[src/rtl/control_unit.sv]
// Hardwired fetch/decode/execute sequencer that drives every datapath strobe.
// Optional build macro CU_MEM_WAIT_EN adds mem_ready so memory cycles can stretch.
module control_unit #(
    parameter int OPW           = 5,
    parameter bit RESET_PC_LOAD = 1'b1
) (
    input  logic           clock,
    input  logic           clear,
    input  logic [31:0]    ir,
    input  logic           con_ff,
    input  logic           stop,
`ifdef CU_MEM_WAIT_EN
    input  logic           mem_ready,
`endif
    output logic [9:0]     bus_src,
    output logic [5:0]     reg_sel,
    output logic [10:0]    reg_ld,
    output logic [2:0]     mem,
    output logic [OPW-1:0] alu_op,
    output logic           run,
    output logic [5:0]     state_dbg
);

    typedef enum logic [5:0] {
        RESET, FETCH0, FETCH1, FETCH2, DECODE, HALT,
        ALU0, ALU1, ALU2,
        IMM0, IMM1, IMM2,
        LD0, LD1, LD2, LD3, LD4,
        ST0, ST1, ST2, ST3, ST4,
        MD0, MD1, MD2, MD3,
        BR0, BR1, BR2, BR3,
        JR0, JAL0, JAL1,
        IN0, OUT0, MFHI0, MFLO0
    } state_t;

    localparam int BUS_PC  = 9;
    localparam int BUS_MDR = 8;
    localparam int BUS_ZH  = 7;
    localparam int BUS_ZL  = 6;
    localparam int BUS_HI  = 5;
    localparam int BUS_LO  = 4;
    localparam int BUS_INP = 3;
    localparam int BUS_RC  = 2;

    localparam int SEL_GRA   = 5;
    localparam int SEL_GRB   = 4;
    localparam int SEL_GRC   = 3;
    localparam int SEL_RIN   = 2;
    localparam int SEL_ROUT  = 1;
    localparam int SEL_BAOUT = 0;

    localparam int LD_PC  = 10;
    localparam int LD_IR  = 9;
    localparam int LD_MAR = 8;
    localparam int LD_MDR = 7;
    localparam int LD_Y   = 6;
    localparam int LD_ZL  = 5;
    localparam int LD_ZH  = 4;
    localparam int LD_HI  = 3;
    localparam int LD_LO  = 2;
    localparam int LD_CON = 1;
    localparam int LD_OUT = 0;

    localparam int MEM_READ  = 2;
    localparam int MEM_WRITE = 1;
    localparam int MEM_INC   = 0;

    localparam logic [OPW-1:0] ALU_ADD = OPW'(3);

    typedef struct packed {
        logic [9:0]     bus_src;
        logic [5:0]     reg_sel;
        logic [10:0]    reg_ld;
        logic [2:0]     mem;
        logic [OPW-1:0] alu_op;
        logic           run;
    } ctl_t;

    state_t         state;
    state_t         next_state;
    state_t         boundary;
    state_t         first_exec;
    ctl_t           ctl_q;
    logic [OPW-1:0] opcode;
    logic [31:0]    op_val;
    logic           is_ldi;
    logic           mem_ok;
    logic           unused_ir;

    assign opcode    = ir[31 -: OPW];
    assign op_val    = 32'(opcode);
    assign is_ldi    = (op_val == 32'd1);
    assign unused_ir = ^ir[31-OPW:0];

    // mem_ready: the memory completes the access in a cycle where mem_ready=1;
    // until then the access state and all of its strobes are held unchanged.
`ifdef CU_MEM_WAIT_EN
    assign mem_ok = mem_ready;
`else
    assign mem_ok = 1'b1;
`endif

    always_comb begin
        boundary = stop ? HALT : FETCH0;

        if (op_val <= 32'd1)       first_exec = LD0;
        else if (op_val == 32'd2)  first_exec = ST0;
        else if (op_val <= 32'd11) first_exec = ALU0;
        else if (op_val <= 32'd14) first_exec = IMM0;
        else if (op_val <= 32'd16) first_exec = MD0;
        else if (op_val == 32'd18) first_exec = BR0;
        else if (op_val == 32'd19) first_exec = JR0;
        else if (op_val == 32'd20) first_exec = JAL0;
        else if (op_val == 32'd21) first_exec = IN0;
        else if (op_val == 32'd22) first_exec = OUT0;
        else if (op_val == 32'd23) first_exec = MFHI0;
        else if (op_val == 32'd24) first_exec = MFLO0;
        else if (op_val == 32'd26) first_exec = HALT;
        else                       first_exec = boundary;

        next_state = state;
        case (state)
            RESET:  next_state = FETCH0;
            FETCH0: next_state = FETCH1;
            FETCH1: next_state = mem_ok ? FETCH2 : FETCH1;
            FETCH2: next_state = DECODE;
            DECODE: next_state = first_exec;
            ALU0:   next_state = ALU1;
            ALU1:   next_state = ALU2;
            ALU2:   next_state = boundary;
            IMM0:   next_state = IMM1;
            IMM1:   next_state = IMM2;
            IMM2:   next_state = boundary;
            LD0:    next_state = LD1;
            LD1:    next_state = LD2;
            LD2:    next_state = is_ldi ? boundary : LD3;
            LD3:    next_state = mem_ok ? LD4 : LD3;
            LD4:    next_state = boundary;
            ST0:    next_state = ST1;
            ST1:    next_state = ST2;
            ST2:    next_state = ST3;
            ST3:    next_state = ST4;
            ST4:    next_state = mem_ok ? boundary : ST4;
            MD0:    next_state = MD1;
            MD1:    next_state = MD2;
            MD2:    next_state = MD3;
            MD3:    next_state = boundary;
            BR0:    next_state = BR1;
            BR1:    next_state = BR2;
            BR2:    next_state = BR3;
            BR3:    next_state = boundary;
            JR0:    next_state = boundary;
            JAL0:   next_state = JAL1;
            JAL1:   next_state = boundary;
            IN0:    next_state = boundary;
            OUT0:   next_state = boundary;
            MFHI0:  next_state = boundary;
            MFLO0:  next_state = boundary;
            HALT:   next_state = HALT;
            default: next_state = RESET;
        endcase
    end

    // Strobes for the state about to be entered, so they register alongside it.
    function automatic ctl_t strobes_for(input state_t s, input logic [OPW-1:0] op, input logic ldi);
        ctl_t c;
        c        = '0;
        c.alu_op = ALU_ADD;
        c.run    = 1'b1;
        case (s)
            RESET:  c.reg_ld[LD_PC] = RESET_PC_LOAD;
            FETCH0: begin
                c.bus_src[BUS_PC] = 1'b1; c.reg_ld[LD_MAR] = 1'b1;
                c.mem[MEM_INC] = 1'b1;    c.reg_ld[LD_ZL] = 1'b1;
            end
            FETCH1: begin
                c.bus_src[BUS_ZL] = 1'b1; c.reg_ld[LD_PC] = 1'b1;
                c.mem[MEM_READ] = 1'b1;   c.reg_ld[LD_MDR] = 1'b1;
            end
            FETCH2: begin
                c.bus_src[BUS_MDR] = 1'b1; c.reg_ld[LD_IR] = 1'b1;
            end
            ALU0, MD0: begin
                c.reg_sel[(s == ALU0) ? SEL_GRB : SEL_GRA] = 1'b1;
                c.reg_sel[SEL_ROUT] = 1'b1; c.reg_ld[LD_Y] = 1'b1;
            end
            ALU1: begin
                c.reg_sel[SEL_GRC] = 1'b1; c.reg_sel[SEL_ROUT] = 1'b1;
                c.reg_ld[LD_ZL] = 1'b1;    c.alu_op = op;
            end
            IMM0, LD0, ST0: begin
                c.reg_sel[SEL_GRB] = 1'b1; c.reg_sel[SEL_BAOUT] = 1'b1;
                c.reg_ld[LD_Y] = 1'b1;
            end
            IMM1, LD1, ST1, BR2: begin
                c.bus_src[BUS_RC] = 1'b1; c.reg_ld[LD_ZL] = 1'b1;
                if (s == IMM1) c.alu_op = op;
            end
            ALU2, IMM2: begin
                c.bus_src[BUS_ZL] = 1'b1; c.reg_sel[SEL_GRA] = 1'b1;
                c.reg_sel[SEL_RIN] = 1'b1;
            end
            LD2: begin
                c.bus_src[BUS_ZL] = 1'b1;
                if (ldi) begin
                    c.reg_sel[SEL_GRA] = 1'b1; c.reg_sel[SEL_RIN] = 1'b1;
                end else begin
                    c.reg_ld[LD_MAR] = 1'b1;
                end
            end
            LD3: begin
                c.mem[MEM_READ] = 1'b1; c.reg_ld[LD_MDR] = 1'b1;
            end
            LD4: begin
                c.bus_src[BUS_MDR] = 1'b1; c.reg_sel[SEL_GRA] = 1'b1;
                c.reg_sel[SEL_RIN] = 1'b1;
            end
            ST2: begin
                c.bus_src[BUS_ZL] = 1'b1; c.reg_ld[LD_MAR] = 1'b1;
            end
            ST3: begin
                c.reg_sel[SEL_GRA] = 1'b1; c.reg_sel[SEL_ROUT] = 1'b1;
                c.reg_ld[LD_MDR] = 1'b1;
            end
            ST4: c.mem[MEM_WRITE] = 1'b1;
            MD1: begin
                c.reg_sel[SEL_GRB] = 1'b1; c.reg_sel[SEL_ROUT] = 1'b1;
                c.reg_ld[LD_ZL] = 1'b1;    c.reg_ld[LD_ZH] = 1'b1;
                c.alu_op = op;
            end
            MD2: begin
                c.bus_src[BUS_ZL] = 1'b1; c.reg_ld[LD_LO] = 1'b1;
            end
            MD3: begin
                c.bus_src[BUS_ZH] = 1'b1; c.reg_ld[LD_HI] = 1'b1;
            end
            BR0: begin
                c.reg_sel[SEL_GRA] = 1'b1; c.reg_sel[SEL_ROUT] = 1'b1;
                c.reg_ld[LD_CON] = 1'b1;
            end
            BR1: begin
                c.bus_src[BUS_PC] = 1'b1; c.reg_ld[LD_Y] = 1'b1;
            end
            BR3: c.bus_src[BUS_ZL] = 1'b1;
            JR0, JAL1: begin
                c.reg_sel[SEL_GRA] = 1'b1; c.reg_sel[SEL_ROUT] = 1'b1;
                c.reg_ld[LD_PC] = 1'b1;
            end
            JAL0: begin
                c.bus_src[BUS_PC] = 1'b1; c.reg_sel[SEL_GRB] = 1'b1;
                c.reg_sel[SEL_RIN] = 1'b1;
            end
            IN0, MFHI0, MFLO0: begin
                c.bus_src[(s == IN0) ? BUS_INP : ((s == MFHI0) ? BUS_HI : BUS_LO)] = 1'b1;
                c.reg_sel[SEL_GRA] = 1'b1; c.reg_sel[SEL_RIN] = 1'b1;
            end
            OUT0: begin
                c.reg_sel[SEL_GRA] = 1'b1; c.reg_sel[SEL_ROUT] = 1'b1;
                c.reg_ld[LD_OUT] = 1'b1;
            end
            HALT:    c.run = 1'b0;
            default: c.run = 1'b1;
        endcase
        return c;
    endfunction

    always_ff @(posedge clock) begin
        if (clear) begin
            state <= RESET;
            ctl_q <= strobes_for(RESET, opcode, is_ldi);
        end else begin
            state <= next_state;
            ctl_q <= strobes_for(next_state, opcode, is_ldi);
        end
    end

    // The branch PC load follows con_ff live, since CON is loaded inside this instruction.
    assign bus_src   = ctl_q.bus_src;
    assign reg_sel   = ctl_q.reg_sel;
    assign reg_ld    = ctl_q.reg_ld | {((state == BR3) && con_ff), 10'b0};
    assign mem       = ctl_q.mem;
    assign alu_op    = ctl_q.alu_op;
    assign run       = ctl_q.run;
    assign state_dbg = state;

endmodule
[config.mk]
export PLATFORM = sky130hd
export DESIGN_NAME = control_unit
export DESIGN_NICKNAME = d
export VERILOG_FILES = /design/src/rtl/control_unit.sv
export SDC_FILE = /design/constraint.sdc
export NUM_CORES = 1
export LEC_CHECK = 0
export ABC_AREA = 1
export BUFFER_PORTS_ARGS = -buffer_cell sky130_fd_sc_hd__buf_2
export CORE_MARGIN = 2
export CORE_UTILIZATION = 40
export CTS_CLUSTER_DIAMETER = 150
export DETAILED_ROUTE_END_ITERATION = 8
export GPL_TIMING_DRIVEN = 0
export PLACE_DENSITY = 0.74
export SETUP_SLACK_MARGIN = 0.02
export SYNTH_ARGS = -nofsm -noshare
export SYNTH_HDL_FRONTEND = slang
export SYNTH_SLANG_ARGS = --single-unit
[constraint.sdc]
create_clock -name clock -period 2.2 [get_ports clock]
set_input_delay 0 -clock clock [delete_from_list [all_inputs] [get_ports clock]]
set_output_delay 0 -clock clock [all_outputs]
set_load 0.02 [all_outputs]
Yosys cells after proc, flatten, opt, wreduce, memory -nomap -nowiden
Index checks and enable logic that the tools add are counted.
- logic and storage cells: 177
- output and inout port bits: 42
- register bits: 42
- input port bits: 36
- order comparisons: 8
- equal/unequal tests: 81
- mux-type cells: 53
- reduce and logical (&&, ||, !) cells: 25
- bitwise gates (word level): 2
- operators with widths (cell ; number):
    $eq 6x5->1 const B ; 32
    $pmux 6 s26 ; 1
    $eq 6x4->1 const B ; 16
    $mux 6 ; 12
    $eq 6x6->1 const B ; 10
    $eq 6x3->1 const B ; 7
    $eq 5x5->1 const B ; 8
    $eq 6x2->1 const B ; 4
    $mux 1 ; 21
    $reduce_or 7->1 ; 3
    $pmux 1 s2 ; 9
    $eq 6x1->1 const B ; 2
    $logic_not 6->1 ; 2
    $reduce_or 12->1 ; 1
    $reduce_or 2->1 ; 6
    $reduce_or 3->1 ; 4
    $or 11x11->11 ; 1
    $reduce_or 11->1 ; 1
    $le 5x4->1 const B ; 2
    $pmux 5 s2 ; 1
    $mux 3 ; 3
    $reduce_or 9->1 ; 1
    $reduce_or 4->1 ; 2
    $ge 3x1->1 const B ; 2
    other kinds (15) ; 18

Depth between registers and ports, before layout
Gate-level depths: netlist of the first run.
- word-level depth: 23
- gate-level depth with buffers: 20
- gate-level depth less buffers: 20

Worst setup path after synthesis of the first run
Ideal clock, no wire load.
- path type: reg-to-reg
- start point: register state[4], in the netlist state_dbg[4]
- end point: register ctl_q, in the netlist bus_src[5]
- period minus slack after synthesis: 2093 ps
- data required time: 2144 ps
- buffers on the path: 0
- path slack: 107 ps
- arrival: 2037 ps
- cell stages (with the launch flop): 16
- library setup time: 56 ps
- path through: dfxtp_1 inv_1 nor2_1 nand3_1 nand2_1 inv_1 nand3_1 nor2_1 nand2_2 inv_1 nor2_1 nand3_1 nand3_2 nand2_2 or2_1 inv_1
- cells in the longest elaborated chain, start to end: 10
- elaborated cells between the ends (all ways): 52
- those cells by class: 2 x order compare; 39 x eq/ne; 5 x mux; 1 x bitwise; 5 x reduce/logical
- RTL lines (element ; line ; RTL):
    start, declared ; 79 ; state_t state;
    start signal, assigned ; 272 ; state <= next_state;
    $eq 6x5->1 (tied with other cells) ; 122 ; case (state)
    $reduce_or 12->1 (no source line) ; - ;
    $pmux 6 s26 * ; 122 ;
    $eq 6x6->1 ; 170, 254 ;
    $mux 1 ; 254 ; c.bus_src[(s == IN0) ? BUS_INP : ((s == MFHI0) ? BUS_HI : BUS_LO)] = 1'b1;
    $mux 3 ; 254 ;
    $lt 3x5->1 (implied by the code) / $ge 3x1->1 (equally long branches) ; 254 ;
    $logic_and 1x1->1 (implied by the code) ; 254 ;
    $mux 1 ; 254 ;
    $demux 1 s4 ; 254 ;
    end signal, assigned ; 270 ; ctl_q <= strobes_for(RESET, opcode, is_ldi);
    end signal, assigned ; 273 ; ctl_q <= strobes_for(next_state, opcode, is_ldi);
    end, declared ; 83 ; ctl_t ctl_q;
Every way passes the cells marked *; elsewhere a longest branch is shown, timed or not.
A chain may end at the register's enable or synchronous reset.

Final worst setup path of the first run
Ends and elaborated chain as after synthesis.

==> qor.csv, run 1 <==
metric;value;unit
outcome;finished, violations left;
violated checks;setup timing;
Synth cell types;28;
critical path class;reg -> reg;
Pleak;1.88;nW
mux contribution to synthesized area;0;%
clock latency on the worst-skew pair;0.31;ns
io pins;78;
CTS buffer count;5;
CTS root buffer;clkbuf_8;
RSZ-0062 raised after global routing;yes;
worst setup margin;-0.00243;ns
share of cells above drive strength 1;46.3;%
Post-Synth Adder-Cell Area;0;%
wire length per cell;13.3;um
CP arrival;2.46;ns
Post-Synthesis Cell Area;2410;um^2
Multi-input gate area;1540;um^2
Area growth, synth to finish;42.9;%
VDD IR max;0.000433;V
dpl hpwl;4.89;mm
Worst Setup EP;bus_src[5]$_SDFF_PP0_;
largest family of logic cells by synthesized area;simple AND/OR/NAND/NOR gates;
Register-to-Register Path Depth;14;
critical-path maximum fanout;10;
total gr overflow;0;
filler cell count;527;
Final Hold Viols;0;
EDFF count, synth;0;
Die W;81.7;um
final core occ;58.6;%
Synth Area in XOR/XNOR;0;%
die area;6670;um^2
clk_skew;0.00768;ns
setup TNS;-0.00243;ns
Hold Crit Class;in -> reg;
CP Capture Type;register;
n_diodes;0;
die height;81.7;um
clock net sink count;40;
Final Non-Filler Cells;537;
CP Launch Type;register;
MaxCap Viol Count;0;
minimum clock period;2.20;ns
via-per-instance ratio;5.01;
GP Congestion;0.934;
vias in the first global route;2258;
Total Routed Length;7.15;mm
Register Area;823;um^2
Worst-path clk slew;0.09;ns
pin count of the biggest net entering global routing;15;
r2r startpoint;state_dbg[4]$_SDFF_PP0_;
average size of a mapped cell;6.31;um^2
initial DRC count;220;
number of instances in the placed design;506;
Synth Area in Compound Gates;5.60;%
Seq cells post-synth;40;
part of the cycle the worst path needs;100;%
Max Freq;454;MHz
Final Slew Violations;0;
CTS max path bufs;2;
GRT Util Overall;19.9;%
first-pass GRT wire length;10.2;mm
Async SR Flop Fraction;0;%
initial antenna violation count;0;
CP Launch Point;state_dbg[4]$_SDFF_PP0_;
Final Net Count;497;
Initial Utilization;41.0;%
sequential share of the synthesized area;33.2;%
CP required;2.46;ns
CTS tree;built;
Final setup viols;1;
r2r endpoint;bus_src[5]$_SDFF_PP0_;
Top FF cell, synth;dfxtp_1;
worst hold margin;0.0129;ns
via count;2690;
# DRC;0;
yosys warns;0;
IO buf count;47;
DRT Pass-1 Iters;4;
R2R Setup Slk;-0.002;ns
Tightest Pin Transition;0.774;ns
simple-gate share of the synthesized area;43.6;%
Routed Antenna Nets;0;
Power Density;1020;nW/um^2
CTS H-tree lvls;2;
Syn Inst Count;383;
Slew headroom;47.9;%
Core ar.;5890;um^2
Placement Rows;28;
sequential cells by signal, indices dropped and copies added, names as in the netlist:
register	count
ctl_q	11
reg_sel	6
alu_op	5
run	1
bus_src	8
mem	3
state_dbg	6
metal layers:
| layer | global-route usage [%] | up-vias | share of wire (%) | wire, um |
|---|---|---|---|---|
| met5 | 0 | - | 0 | 0 |
| met4 | 8.00 | 0 | 2.8 | 199 |
| met3 | 3.96 | 21 | 6.8 | 483 |
| met2 | 33.4 | 129 | 49 | 3520 |
| met1 | 25.1 | 1213 | 41 | 2950 |
| li1 | - | 1327 | - | - |
synthesized netlist by cell type, types with 3 or more instances:
cell type / n / area share, %
inv_1: 34 / 5.3
nand2_1: 107 / 17
a31oi_1: 4 / 1.0
a21oi_1: 9 / 1.9
nor3_1: 8 / 1.7
nand2_2: 6 / 1.6
clkbuf_1: 3 / 0.47
buf_4: 34 / 11
nand3_1: 27 / 5.6
nand4_1: 11 / 2.8
inv_2: 5 / 0.78
dfxtp_1: 40 / 33
o21ai_0: 7 / 1.5
nor4_1: 3 / 0.78
nor2_1: 68 / 11
nor2_2: 3 / 0.78
logic make-up (layout without fill, tap and decap cells):
logic type / Yosys count / count (layout)
compound gates: 23 / 23
simple gates: 241 / 241
buf+inv: 78 / 156
other cells: 1 / 2
flops: 40 / 40
power breakdown:
group / switching (mW) / internal [mW]
clock: 0.281 / 0.342
sequential: 0.0801 / 0.833
combinational: 1.20 / 0.792
per-stage QoR:
step	area [um^2]	total power, mW	setup slack [ns]
finish	3450	3.53	-0.00243
floorplan	2420	1.81	0.107
global placement	2750	2.12	-0.317
CTS	2950	2.82	0.0225
global route	3450	3.70	-0.139
detailed placement	2750	2.12	-0.217
cell usage in the layout, fill, tap and decap left out, types with 5 or more instances in the layout:
master     n
nor3_1     7
nor2_1    41
dfxtp_4    6
buf_2     47
nand2_4   11
buf_4     50
inv_1     26
dfxtp_1   34
inv_2     10
nand3_2   12
a21oi_1    8
clkbuf_8   5
nand3_1   15
nor2_2    18
nand4_1   11
buf_6      6
nand2_1   85
nor2_4    14
nand2_2   18
repair_timing:
action	CTS	global route
hold endpoints to repair	1	0
gates resized for setup	30	103
setup endpoints to repair	17	15
setup buffers	0	22
cloned	0	0
hold buffers	1	0
pin swaps	0	35
layout make-up:
class                   count  area share (%)
clock buffers               5            1.99
flip-flops and latches     40            23.9
well taps                  75            2.72
repair buffers             70            12.8
plain buffers              38            8.05
clock inverters             3            1.34
inverters                  40            4.64
multi-input cells         266            44.6
critical path: stages (launching register included):
cell and delay, ns:
dfxtp_4 0.43, nor2_4 0.09, buf_6 0.16, nand3_1 0.13, nand2_1 0.08, nor2_2 0.10, nand3_2 0.11, a21oi_4 0.18
nand2_4 0.12, nor2_4 0.20, nand3_2 0.13, nand3_2 0.11, nand2_2 0.06, or2_1 0.21, inv_1 0.05
worst min path at each step:
stage / cells past startpoint / startpoint / endpoint / slack, ns
global route: 3 / ir[27] / alu_op[0]$_SDFF_PP1_ / 0.03
floorplan: 2 / ir[27] / alu_op[0]$_SDFF_PP1_ / 0.12
global placement: 3 / ir[27] / alu_op[0]$_SDFF_PP1_ / 0.30
detailed placement: 3 / ir[29] / alu_op[2]$_SDFF_PP0_ / 0.31
finish: 3 / ir[27] / alu_op[0]$_SDFF_PP1_ / 0.01
CTS: 3 / ir[27] / alu_op[0]$_SDFF_PP1_ / 0.007
Note: power is estimated with default switching activity, not from simulation.
==> run 2, diff against run 1 <==
Settings changed: CORE_MARGIN 2 to 5, MAX_ROUTING_LAYER set to met4.
==> run 2 against run 1 <==
The flow still finishes with violations (setup timing). Cell count is 0.19% higher. Count of clock-buffer cells in the layout did not move. Flip-flop and latch count unchanged. Clock power decreased by 1%. Largest cell class unchanged. Largest power group unchanged.
==> qor.csv, run 2 (synthesis gave the netlist of run 1 again) <==
metric;value;unit;change
Worst-path clk slew;0.08;ns;was 0.09 ns
Placement Rows;28;;unchanged
die area;7690;um^2;was 6670 um^2
worst hold margin;0.00889;ns;was 0.0129 ns
max reg flops;11;;unchanged
n_diodes;0;;unchanged
Final setup viols;1;;unchanged
DRT Pass-1 Iters;4;;unchanged
total gr overflow;0;;unchanged
IO buf count;47;;unchanged
via-per-instance ratio;4.94;;was 5.01
CP arrival;2.48;ns;was 2.46 ns
initial DRC count;184;;was 220
clk_skew;0.00733;ns;was 0.00768 ns
most common library cell in the layout ignoring fill and taps;nand2_1;;unchanged
worst setup margin;-0.0241;ns;was -0.00243 ns
io pins;78;;unchanged
clock latency on the worst-skew pair;0.30;ns;was 0.31 ns
cell area after layout;3360;um^2;was 3450 um^2
Max Freq;450;MHz;was 454 MHz
initial antenna violation count;0;;unchanged
part of the cycle the worst path needs;101;%;was 100%
Pleak;1.85;nW;was 1.88 nW
GRT Util Overall;18.6;%;was 19.9%
CTS max path bufs;2;;unchanged
Pint;1.82;mW;was 1.97 mW
clock network fraction of design power;19.1;%;was 17.7%
dpl hpwl;5.24;mm;was 4.89 mm
Power Density;957;nW/um^2;was 1020 nW/um^2
clock net sink count;40;;unchanged
CP Launch Type;register;;unchanged
first-pass GRT wire length;10.9;mm;was 10.2 mm
Sw Share;43.3;%;was 44.2%
Placed Area;2750;um^2;unchanged
GP Congestion;0.914;;was 0.934
violated checks;setup timing;;unchanged
vias in the first global route;2350;;was 2,258
via count;2656;;was 2,690
die height;87.7;um;was 81.7 um
critical-path maximum fanout;8;;was 10
RSZ-0062 raised after global routing;yes;;unchanged
Post-Place Setup Slack;-0.286;ns;was -0.217 ns
Total Routed Length;7.23;mm;was 7.15 mm
outcome;finished, violations left;;unchanged
Core ar.;5890;um^2;unchanged
CTS tree;built;;unchanged
Final Hold Viols;0;;unchanged
share of total power in sequential cells;28.8;%;was 25.9%
NetSw;1.39;mW;was 1.56 mW
Die W;87.7;um;was 81.7 um
wire length per cell;13.4;um;was 13.3 um
CTS buffer count;5;;unchanged
VDD IR max;0.000502;V;was 0.000433 V
CTS root buffer;clkbuf_8;;unchanged
highest-count cells in the layout ignoring fill and taps;nand2_1, buf_4, buf_2, nor2_1, dfxtp_1;;unchanged
final core occ;57.1;%;was 58.6%
CP Capture Type;register;;unchanged
critical path class;reg -> reg;;unchanged
Routed Antenna Nets;0;;unchanged
# DRC;0;;unchanged
Tightest Pin Transition;0.706;ns;was 0.774 ns
pin count of the biggest net entering global routing;15;;unchanged
MaxCap Viol Count;0;;unchanged
Area growth, synth to finish;39.1;%;was 42.9%
CP required;2.45;ns;was 2.46 ns
Slew headroom;52.4;%;was 47.9%
CTS H-tree lvls;2;;unchanged
Final Slew Violations;0;;unchanged
Initial Utilization;41.0;%;unchanged
minimum clock period;2.22;ns;was 2.20 ns
share of cells above drive strength 1;43.6;%;was 46.3%
Final Net Count;498;;was 497
combinational group share of total power;52.1;%;was 56.4%
largest reg by FF count;ctl_q;;unchanged
Hold Crit Class;in -> reg;;unchanged
[run 2: changes by cell type in the layout (fill, tap and decap cells not counted), moves of 4 or more]
cell and delta:
o21ai_2 -4, buf_4 +6, nand2_4 -5, nor2_1 +5
o21ai_0 +4, buf_6 -5
[run 2: path summary, 6_finish.rpt]
path,cells after the start,slack (ns),endpoint,start
min,3,0.009,alu_op[0]$_SDFF_PP1_,ir[27]
max reg2reg,15,-0.02,bus_src[5]$_SDFF_PP0_,state_dbg[0]$_SDFF_PP0_
min reg2reg,3,0.65,ctl_q[11]$_SDFF_PP0_,state_dbg[3]$_SDFF_PP0_
max,15,-0.02,bus_src[5]$_SDFF_PP0_,state_dbg[0]$_SDFF_PP0_
[run 2: repair_timing]
item	in CTS	in global routing
resized for setup	22	75
hold buffers	1	0
setup buffers	0	23
hold endpoints to repair	1	0
pin swaps	1	23
endpoints found under the setup margin	18	17
[run 2: metal layers]
layer,share of wire (%),vias to the layer above,track usage [%]
met4,3.4,0,6.69
li1,-,1335,-
met5,0,-,-
met2,48,101,30.5
met1,42,1194,22.9
met3,7.2,26,3.01
[run 2: power by group through the flow]
stage	combinational [mW]	sequential, mW	clock, mW
CTS	1.22	0.895	0.631
floorplan	0.883	0.923	0
global route	1.81	0.934	0.659
finish	1.68	0.925	0.615
global placement	1.19	0.906	0
detailed placement	1.20	0.907	0
[run 2: cell type report]
type	instances	area, um^2
flip-flops and latches	40	823
clock buffers	5	68.8
clock inverters	3	46.3
fillers	601	2530
repair buffers	71	430
plain buffers	38	278
inverters	40	155
well taps	75	93.8
multi-input cells	266	1460
[run 2: worst max-delay path, cell delays in order (launching register included)]
cell	delay, ns
dfxtp_4	0.39
buf_4	0.15
nor2_4	0.12
nor2_1	0.05
nand2_1	0.06
nand2_2	0.08
nor2_4	0.12
nand3_2	0.09
a21oi_4	0.23
nand2_4	0.14
nor2_4	0.19
nand3_2	0.12
nand3_2	0.11
nand2_2	0.06
or2_1	0.21
inv_1	0.05
[run 2: per-stage QoR]
step	total power, mW	cells	setup TNS (ns)
after global placement	2.10	506	-4.74
after CTS	2.74	515	0
after global routing	3.41	538	-0.601
after detailed placement	2.10	506	-2.78
after floorplan	1.81	384	0
final	3.22	538	-0.0241
